==> src/rtl/opponent_pos_rx_pkg.sv <==
// Shared constants and types for the opponent position packet decoder.
// OPP_CHECKSUM_EN adds the CHK state for the 5-byte packet format.
package opp_rx_pkg;

  localparam logic [7:0] OPP_HDR = 8'hA5;

  // byte1 layout: {4'b0, Y[9:8], X[9:8]}
  localparam int B1_XHI_LSB = 0;
  localparam int B1_YHI_LSB = 2;

  typedef enum logic [2:0] {
    S_IDLE = 3'd0,
    S_HI   = 3'd1,
    S_XLO  = 3'd2,
    S_YLO  = 3'd3
`ifdef OPP_CHECKSUM_EN
    ,
    S_CHK  = 3'd4
`endif
  } opp_rx_state_t;

  function automatic logic [9:0] clamp10(
    input logic [9:0] v,
    input logic [9:0] lim
  );
    return (v > lim) ? lim : v;
  endfunction

endpackage

==> src/rtl/opponent_pos_rx_if.sv <==
// Byte stream from the UART receiver into the position decoder.
// rx_valid is a one-cycle strobe qualifying rx_data.
interface opponent_pos_rx_if;

  logic [7:0] rx_data;
  logic       rx_valid;

  modport master (
    output rx_data,
    output rx_valid
  );

  modport slave (
    input rx_data,
    input rx_valid
  );

endinterface

==> src/rtl/opponent_pos_rx_watchdog.sv <==
// vsync rise detector plus saturating frame counter for link loss.
// The rise strobe lags vsync by one registered sample.
module opp_link_watchdog #(
  parameter int LOST_FRAMES = 60
) (
  input  logic clk,
  input  logic rst,
  input  logic vsync_i,
  input  logic apply_i,
  output logic vsync_rise_o,
  output logic link_lost_o
);

  localparam int CW = $clog2(LOST_FRAMES + 1);
  localparam logic [CW-1:0] LOST = CW'(LOST_FRAMES);

  logic          vs_q;
  logic          vs_qq;
  logic [CW-1:0] cnt_q;
  logic [CW-1:0] cnt_d;

  assign vsync_rise_o = vs_q & ~vs_qq;
  assign link_lost_o  = (cnt_q == LOST);

  always_comb begin
    cnt_d = cnt_q;
    if (apply_i) begin
      cnt_d = '0;
    end else if (vsync_rise_o && cnt_q != LOST) begin
      cnt_d = cnt_q + 1'b1;
    end
  end

  // Counter starts saturated so the link reads lost until a packet lands.
  always_ff @(posedge clk) begin
    if (rst) begin
      vs_q  <= 1'b0;
      vs_qq <= 1'b0;
      cnt_q <= LOST;
    end else begin
      vs_q  <= vsync_i;
      vs_qq <= vs_q;
      cnt_q <= cnt_d;
    end
  end

endmodule

==> src/rtl/opponent_pos_rx.sv <==
// Opponent tank position packet decoder with frame-synchronous apply.
// Define OPP_CHECKSUM_EN for the 5-byte packet with XOR checksum.
module opponent_pos_rx
  import opp_rx_pkg::*;
#(
  parameter int X_MAX       = 752,
  parameter int Y_MAX       = 552,
  parameter int BYTE_GAP    = 65000,
  parameter int LOST_FRAMES = 60
) (
  input  logic                     clk,
  input  logic                     rst,
  opponent_pos_rx_if.slave         rx,
  input  logic                     vsync,
  output logic [9:0]               Data_out_X,
  output logic [9:0]               Data_out_Y,
  output logic                     pos_valid,
  output logic                     link_lost,
  output logic [7:0]               err_cnt
);

  localparam int GAP_W = $clog2(BYTE_GAP + 1);
  localparam logic [GAP_W-1:0] GAP_LAST = GAP_W'(BYTE_GAP - 1);
  localparam logic [9:0] XM = 10'(X_MAX);
  localparam logic [9:0] YM = 10'(Y_MAX);

  opp_rx_state_t    state_q;
  opp_rx_state_t    state_d;
  logic [GAP_W-1:0] gap_q;
  logic [GAP_W-1:0] gap_d;

  logic [3:0] hi_q;
  logic [7:0] xlo_q;
  logic       pend_q;
  logic [9:0] pend_x_q;
  logic [9:0] pend_y_q;
  logic [9:0] out_x_q;
  logic [9:0] out_y_q;
  logic       pos_valid_q;
  logic [7:0] err_q;

  logic       byte_v;
  logic       in_pkt;
  logic       timeout;
  logic       ld_hi;
  logic       ld_x;
  logic       done;
  logic       err_inc;
  logic       vsync_rise;
  logic       apply;
  logic [9:0] raw_x;
  logic [9:0] raw_y;

`ifdef OPP_CHECKSUM_EN
  logic [7:0] ylo_q;
  logic [7:0] sum_q;
  logic       ld_y;
`endif

  assign byte_v  = rx.rx_valid;
  assign in_pkt  = (state_q != S_IDLE);
  assign timeout = in_pkt & ~byte_v & (gap_q == GAP_LAST);
  assign apply   = vsync_rise & pend_q;

  assign raw_x = {hi_q[B1_XHI_LSB +: 2], xlo_q};
`ifdef OPP_CHECKSUM_EN
  assign raw_y = {hi_q[B1_YHI_LSB +: 2], ylo_q};
`else
  assign raw_y = {hi_q[B1_YHI_LSB +: 2], rx.rx_data};
`endif

  always_ff @(posedge clk) begin
    if (rst) begin
      state_q <= S_IDLE;
      gap_q   <= '0;
    end else begin
      state_q <= state_d;
      gap_q   <= gap_d;
    end
  end

  always_comb begin
    state_d = state_q;
    gap_d   = (byte_v || !in_pkt) ? '0 : gap_q + 1'b1;
    if (timeout) begin
      state_d = S_IDLE;
      gap_d   = '0;
    end else if (byte_v) begin
      case (state_q)
        S_IDLE: begin
          if (rx.rx_data == OPP_HDR) state_d = S_HI;
        end
        S_HI:  state_d = S_XLO;
        S_XLO: state_d = S_YLO;
`ifdef OPP_CHECKSUM_EN
        S_YLO: state_d = S_CHK;
        S_CHK: state_d = S_IDLE;
`else
        S_YLO: state_d = S_IDLE;
`endif
        default: state_d = S_IDLE;
      endcase
    end
  end

  always_comb begin
    ld_hi   = 1'b0;
    ld_x    = 1'b0;
    done    = 1'b0;
    err_inc = 1'b0;
`ifdef OPP_CHECKSUM_EN
    ld_y    = 1'b0;
`endif
    unique case (1'b1)
      timeout:                     err_inc = 1'b1;
      byte_v && state_q == S_HI:   ld_hi   = 1'b1;
      byte_v && state_q == S_XLO:  ld_x    = 1'b1;
`ifdef OPP_CHECKSUM_EN
      byte_v && state_q == S_YLO:  ld_y    = 1'b1;
      byte_v && state_q == S_CHK: begin
        done    = (rx.rx_data == sum_q);
        err_inc = (rx.rx_data != sum_q);
      end
`else
      byte_v && state_q == S_YLO:  done    = 1'b1;
`endif
      default: ;
    endcase
  end

  always_ff @(posedge clk) begin
    if (rst) begin
      hi_q  <= '0;
      xlo_q <= '0;
`ifdef OPP_CHECKSUM_EN
      ylo_q <= '0;
      sum_q <= '0;
`endif
    end else begin
      if (ld_hi) hi_q  <= rx.rx_data[3:0];
      if (ld_x)  xlo_q <= rx.rx_data;
`ifdef OPP_CHECKSUM_EN
      if (ld_y)  ylo_q <= rx.rx_data;
      // running XOR of byte1..byte3, compared against byte4
      if (ld_hi) sum_q <= rx.rx_data;
      else if (ld_x || ld_y) sum_q <= sum_q ^ rx.rx_data;
`endif
    end
  end

  // Outputs read pending before this edge's write, so a packet that
  // completes on the apply edge waits for the next frame.
  always_ff @(posedge clk) begin
    if (rst) begin
      pend_q      <= 1'b0;
      pend_x_q    <= '0;
      pend_y_q    <= '0;
      out_x_q     <= '0;
      out_y_q     <= '0;
      pos_valid_q <= 1'b0;
      err_q       <= '0;
    end else begin
      if (done) begin
        pend_q   <= 1'b1;
        pend_x_q <= clamp10(raw_x, XM);
        pend_y_q <= clamp10(raw_y, YM);
      end else if (apply) begin
        pend_q   <= 1'b0;
      end
      if (apply) begin
        out_x_q     <= pend_x_q;
        out_y_q     <= pend_y_q;
        pos_valid_q <= 1'b1;
      end
      if (err_inc && err_q != 8'hFF) begin
        err_q <= err_q + 1'b1;
      end
    end
  end

  opp_link_watchdog #(
    .LOST_FRAMES (LOST_FRAMES)
  ) u_wdog (
    .clk          (clk),
    .rst          (rst),
    .vsync_i      (vsync),
    .apply_i      (apply),
    .vsync_rise_o (vsync_rise),
    .link_lost_o  (link_lost)
  );

  assign Data_out_X = out_x_q;
  assign Data_out_Y = out_y_q;
  assign pos_valid  = pos_valid_q;
  assign err_cnt    = err_q;

endmodule
==> src/flat_wrapper.sv <==
// flat-port wrapper written by rule: the top's interface ports become plain ports
module opponent_pos_rx_flat import opp_rx_pkg::*;
#(
  parameter int X_MAX       = 752,
  parameter int Y_MAX       = 552,
  parameter int BYTE_GAP    = 65000,
  parameter int LOST_FRAMES = 60
)
  (clk, rst, vsync, Data_out_X, Data_out_Y, pos_valid, link_lost, err_cnt, rx_rx_data, rx_rx_valid);
  opponent_pos_rx_if rx_i ();
  input  logic clk;
  input  logic rst;
  input  logic vsync;
  output logic [9:0] Data_out_X;
  output logic [9:0] Data_out_Y;
  output logic pos_valid;
  output logic link_lost;
  output logic [7:0] err_cnt;
  input wire logic [$bits(rx_i.rx_data)-1:0] rx_rx_data;
  input wire logic [$bits(rx_i.rx_valid)-1:0] rx_rx_valid;
  assign rx_i.rx_data = rx_rx_data;
  assign rx_i.rx_valid = rx_rx_valid;
  opponent_pos_rx #(.X_MAX(X_MAX), .Y_MAX(Y_MAX), .BYTE_GAP(BYTE_GAP), .LOST_FRAMES(LOST_FRAMES)) u_core (.clk(clk), .rst(rst), .rx(rx_i), .vsync(vsync), .Data_out_X(Data_out_X), .Data_out_Y(Data_out_Y), .pos_valid(pos_valid), .link_lost(link_lost), .err_cnt(err_cnt));
endmodule
==> config.mk <==
export PLATFORM = sky130hd
export DESIGN_NAME = opponent_pos_rx_flat
export DESIGN_NICKNAME = d
export VERILOG_FILES = /design/src/rtl/opponent_pos_rx_pkg.sv /design/src/rtl/opponent_pos_rx_if.sv /design/src/rtl/opponent_pos_rx_watchdog.sv /design/src/rtl/opponent_pos_rx.sv /design/src/flat_wrapper.sv
export SDC_FILE = /design/constraint.sdc
export NUM_CORES = 1
export LEC_CHECK = 0
export BUFFER_PORTS_ARGS = -buffer_cell sky130_fd_sc_hd__buf_4
export CORE_AREA = 2 2 82 84
export CTS_CLUSTER_DIAMETER = 30
export CTS_CLUSTER_SIZE = 20
export DETAILED_ROUTE_END_ITERATION = 12
export DIE_AREA = 0 0 84 86
export GPL_TIMING_DRIVEN = 0
export PLACE_DENSITY = 0.77
export SLEW_MARGIN = 5
export SYNTH_ARGS = -nofsm -noshare
export SYNTH_HDL_FRONTEND = slang
export SYNTH_SLANG_ARGS = --single-unit
==> constraint.sdc <==
create_clock -name clk -period 2.8 [get_ports clk]
set_input_delay 0.28 -clock clk [delete_from_list [all_inputs] [get_ports clk]]
set_output_delay 0.28 -clock clk [all_outputs]
set_load 0.01 [all_outputs]
## After elaboration in Yosys (flattened, before gate mapping)

Index checks and enable logic that the tools add are counted.

| operators by class | value |
|---|---|
| reductions and logical operators | 15 |
| equal/unequal tests | 9 |
| mux-type cells | 12 |
| $lt $le $gt $ge | 2 |
| bitwise logic cells | 6 |
| add/sub/neg operators | 3 |

Operators by type and width:

| kind | number |
|---|---|
| > comparator 10 bit, second input constant | 2 |
| two-way mux 10 bit | 2 |
| adder 16 x 1 -> 16 bit, second input constant | 1 |
| == test 16 bit, second input constant | 1 |
| two-way mux 6 bit | 2 |
| one-hot mux 3 bit (3 select lines) | 1 |
| adder 8 x 1 -> 8 bit, second input constant | 1 |
| == test 8 bit, second input constant | 1 |
| inequality test 8 bit, second input constant | 1 |
| adder 6 x 1 -> 6 bit, second input constant | 1 |
| == test 3 x 2 -> 1 bit, second input constant | 2 |
| == test 6 bit, second input constant | 1 |
| two-way mux 1 bit | 6 |
| inequality test 6 bit, second input constant | 1 |
| logical AND 1 bit | 5 |
| AND 1 bit | 4 |
| nonzero test 2 bit | 2 |
| OR reduction 2 bit | 2 |
| == test 3 x 1 -> 1 bit, second input constant | 1 |
| logical NOT 3 bit | 1 |
| two-way mux 3 bit | 1 |
| nonzero test 3 bit | 1 |
| OR reduction 3 bit | 1 |
| inequality test 2 x 1 -> 1 bit, second input constant | 1 |
| 4 further kinds | 5 |

| word-level totals | value |
|---|---|
| output and inout port bits | 30 |
| register bits | 89 |

## Depth between registers and ports, before layout

| logic depth | value |
|---|---|
| depth after elaboration | 5 |
| mapped depth | 10 |

## Hierarchy

From an unflattened synthesis, not the netlist that was laid out.

| second synthesis, totals | value |
|---|---|
| cells, all modules | 430 |
| area total of the unflattened synthesis | 3592.2 µm² |

By module, submodules not included:

| module | instances | cells each | area an instance (µm²) | sequential area each (µm²) |
|---|---|---|---|---|
| opponent_pos_rx | 1 | 384 | 3180.6 | 1601.5 |
| opp_link_watchdog | 1 | 46 | 411.6 | 160.2 |

## Worst setup path before layout

Ideal clock, no wire load.

| timing path | value |
|---|---|
| path kind | register to register |
| start | register u_core.state_q[0] |
| end | register u_core.err_q[7], in the netlist u_core.err_cnt[7] |
| setup time | 0.121 ns |
| buffers on the path | 1 |
| data arrival time | 2.352 ns |
| cell stages (with the launch flop) | 9 |
| path slack | 0.326 ns |
| period minus slack after synthesis | 2.474 ns |
| cell sequence | dfxtp_1 -> inv_1 -> ha_1 -> or4_1 -> or4_1 -> buf_2 -> nor4_4 -> nand2b_2 -> mux2_4 |

| between the ends | value |
|---|---|
| word-level cells in the longest chain between the ends | 5 |

Ends and longest elaborated chain:

| element | line | source |
|---|---|---|
| from (decl) | opponent_pos_rx.sv:27 | `opp_rx_state_t state_q;` |
| from (signal assigned) | opponent_pos_rx.sv:77 | `state_q <= state_d;` |
| nonzero test 3 bit | opponent_pos_rx.sv:61 | `assign in_pkt = (state_q != S_IDLE);` |
| AND 1 bit (2 in series) | opponent_pos_rx.sv:62 | `assign timeout = in_pkt & ~byte_v & (gap_q == GAP_LAST);` |
| two-way mux 1 bit | opponent_pos_rx.sv:114 | `unique case (1'b1)` |
| logical AND 1 bit | opponent_pos_rx.sv:175 | `if (err_inc && err_q != 8'hFF) begin` |
| to (signal assigned) | opponent_pos_rx.sv:176 | `err_q <= err_q + 1'b1;` |
| to (decl) | opponent_pos_rx.sv:40 | `logic [7:0] err_q;` |

Every way passes these cells.
A chain may end at the register's enable or synchronous reset.

## Worst setup path in the final report

| timing path | value |
|---|---|
| start | register u_core.state_q[0] |
| end | register u_core.gap_q[15] |

| between the ends | value |
|---|---|
| word-level cells in the longest chain between the ends | 4 |
| elaborated cells on any way between the ends | 6 |
| classes of those cells | 2 x bitwise; 4 x reduce/logical |

Ends and longest elaborated chain:

| element | line | source |
|---|---|---|
| nonzero test 3 bit (*) | opponent_pos_rx.sv:61 |  |
| AND 1 bit / logical NOT 1 bit (equally long branches) | opponent_pos_rx.sv:62, opponent_pos_rx.sv:84 |  |
| AND 1 bit / logical OR 1 bit (equally long branches) | opponent_pos_rx.sv:62, opponent_pos_rx.sv:84 |  |
| OR reduction 3 bit (no source line) (*) | n/a |  |
| to (signal assigned) | opponent_pos_rx.sv:78 | `gap_q <= gap_d;` |
| to (decl) | opponent_pos_rx.sv:29 | `logic [GAP_W-1:0] gap_q;` |

Every way passes the cells marked *; elsewhere a longest branch is shown, timed or not.

==> metrics.txt <==
initial drt markers roughly 140; Clock Tree Buf Depth 2; Seq/Total Area, Yosys around half; post-synthesis area per instance 8.482 um2; Worst Max-Slew Pin Slew around 550 ps; dpl hpwl between 5 and 6 mm; area added between synthesis and finish 17.06%; Die Width approximately 84 um; fill count 559; clock transition at the registers of the reported paths ~90 ps; Peak Freq 379.2 MHz; routed vias 2936; hold violation count in the final report 0; Hold Path Sink u_core.u_wdog.vs_q; Worst Hold Launch vsync; Tcrit/Tclk final between 90% and 100%; minimum clock period between 2000 and 3000 ps; reg2reg start u_core.state_q[0]; Hold Crit Depth 2; io pins 42; Slew HR 63.29%; synthesized cell area between 0.003 and 0.004 mm2; Unique masters post-synth 42; largest net degree at the start of global routing 16; gpl congestion ~0.85; final WL 7.127 mm; setup TNS 0 ps; first-pass GRT wire length approximately 12 mm; fin nets just under 500; die area slightly above 0.007 mm2; WP data required roughly 3100 ps; vias per std cell about 5.3; share of async-settable or async-resettable flops after synthesis 0%; Die Height around 86 um; number of global-route vias before repair roughly 2700; post-CTS setup buffers 0; Routed wire per std cell 12.98 um; R2R depth 10; Syn Inst Count 416; aggregate global routing overflow 0; area of the core ~0.0063 mm2; worst reg2reg setup slack between 150 and 200 ps; clock tree root driver cell clkbuf_8; GR Util All Layers 20.61%; worst-path fanout max 10; Synth Register Bits 88; final core occ about two thirds; First-pass DRT Iterations 5; EDFF count, synth 0; Final Skew between 9 and 10 ps; status finished clean; Final ANT Viol Nets 0; startpoint types flop; maximum VDD drop 0.3238 mV; Syn Nets roughly 440; worst skew pair latency approximately 350 ps; CTS Buf Count 9; maxcap violations 0; TritonCTS Sinks just under 90; Initial Util a little under three fifths; drt drc 0; initial antenna violation count 0; final setup violation count 0; P_leak ~1.4 nW; dpl ws 89.36 ps; CP Capture Type flop; Hold-fix buffers, CTS 0; max-slew violations 0; PortBufs 40; RR Endpoint u_core.gap_q[15]; CTS tree done; pwr dens about 520 mW/mm2; min-delay worst type in -> reg; RSZ-0062 raised after global routing no; Worst Setup Slack, final ~160 ps; # rows 29; Main synth FF type dfxtp_1; synth warn 0; H-tree depth 3; crit path DAT roughly 2900 ps; ant diodes 0; Setup CP Type reg -> reg; share of layout cells above drive strength 1 14.62%
## critical path, cell delays in order (launching register included)
cell      delay, ps
dfxtp_1         400
inv_1            90
ha_1            260
or4_1           490
or4_1           430
buf_2           190
nor2_2          150
or4_1           130
clkbuf_2        180
buf_6           160
nor2_1           50
## layout by cell type, fill, tap and decap left out, types with 4 or more instances in the layout
cell type,netlist,layout
buf_1,5,5
a21oi_1,42,42
buf_4,0,40
clkbuf_8,0,9
nand3_1,18,18
nand4_1,7,7
nor3_1,6,6
clkbuf_1,11,11
a211oi_1,4,4
nor2_1,55,54
inv_1,10,10
xor2_1,7,7
a22oi_1,8,8
and3_1,4,4
dfxtp_1,88,87
a21o_1,4,4
nor4_1,5,5
nor2b_1,4,4
xnor2_1,17,17
nand2_1,76,76
ha_1,8,8
## through the flow
| stage | hold slack, ps | cell area, um2 | cells | total power, W |
|---|---|---|---|---|
| 2_1_floorplan | 408.2 | 3528 | 416 | 0.001305 |
| 3_3_place_gp | 428.9 | 3925 | 533 | 0.001332 |
| 3_5_place_dp | 432.5 | 3925 | 533 | 0.001333 |
| 4_1_cts | 131.9 | 4120 | 549 | 0.002178 |
| 5_1_grt | 142.9 | 4130 | 549 | 0.002234 |
| 6_report | 136.3 | 4130 | 549 | 0.002167 |
## sequential cells by signal, indices dropped and copies added (netlist names), 2 cells and up
| register | count |
|---|---|
| u_core.Data_out_X | 10 |
| u_core.pend_y_q | 10 |
| u_core.pend_x_q | 10 |
| u_core.gap_q | 16 |
| u_core.state_q | 2 |
| u_core.Data_out_Y | 10 |
| u_core.xlo_q | 8 |
| u_core.hi_q | 4 |
| u_core.err_cnt | 8 |
| u_core.u_wdog.cnt_q | 6 |
## where the power goes
part / switching [W] / total [W] / internal [W]
clock network: 0.000452 / 0.000863 / 0.000412
logic: 0.0000346 / 0.0000511 / 0.0000165
registers: 0.000000702 / 0.00125 / 0.00125
total: 0.000487 / 0.00217 / 0.00168
## synth_stat cells, types with 3 or more instances
master | number | share of area [%]
xnor2_1 | 17 | 4.2
buf_1 | 5 | 0.53
nand3_1 | 18 | 2.6
a21oi_1 | 42 | 6.0
a21o_1 | 4 | 0.85
a211oi_1 | 4 | 0.85
nor3b_1 | 3 | 0.64
nor4_1 | 5 | 0.89
xor2_1 | 7 | 1.7
nor3_1 | 6 | 0.85
clkbuf_1 | 11 | 1.2
dfxtp_1 | 88 | 50
and3_1 | 4 | 0.71
buf_2 | 4 | 0.57
or4_1 | 3 | 0.64
nand2_1 | 76 | 8.1
inv_1 | 10 | 1.1
ha_1 | 8 | 2.8
and2_1 | 3 | 0.53
a22oi_1 | 8 | 1.7
nand4_1 | 7 | 1.2
nor2_1 | 55 | 5.9
nor2b_1 | 4 | 0.71
## cell type report
class / count / area, um2 / share of cell area [%]
multi-input cells: 297 / 1647 / 39.87
repair buffers: 40 / 300.3 / 7.271
plain buffers: 21 / 91.34 / 2.211
inverters: 10 / 37.54 / 0.9088
flip-flops and latches: 88 / 1763 / 42.68
clock buffers: 9 / 123.9 / 2.999
well taps: 77 / 96.34 / 2.333
clock inverters: 7 / 71.32 / 1.727
## per-layer routing
layer	track usage [%]	routed length, um	vias to the layer above
li1	-	-	1500
met1	24.64	3170	1361
met2	36.00	3472	67
met3	3.657	405	8
met4	9.971	78	0
met5	0	0	-
## kinds of logic after synthesis
family          count (synthesis)  share of synthesized area, %
xor+xnor                       24                         5.957
fa+ha+maj                       8                         2.837
buf+inv                        31                         3.475
compound gates                 66                         11.03
simple gates                  196                         25.78
flops                          88                         49.93
mux                             3                        0.9928
## worst max path at each step
| stage | startpoint | to | slack (ps) | depth (start not counted) |
|---|---|---|---|---|
| floorplan | u_core.state_q[0] | u_core.err_cnt[7] | 330 | 8 |
| global placement | u_core.state_q[0] | u_core.gap_q[12] | 140 | 10 |
| detailed placement | u_core.state_q[0] | u_core.gap_q[15] | 90 | 10 |
| CTS | u_core.state_q[0] | u_core.gap_q[15] | 20 | 10 |
| global route | u_core.state_q[0] | u_core.gap_q[14] | 20 | 10 |
| finish | u_core.state_q[0] | u_core.gap_q[15] | 160 | 10 |
## repair_timing
item                       CTS  global route
resized for setup            0             5
hold endpoints to repair     0             0
setup endpoints to repair    0            11
Note: power is estimated with default switching activity, not from simulation.
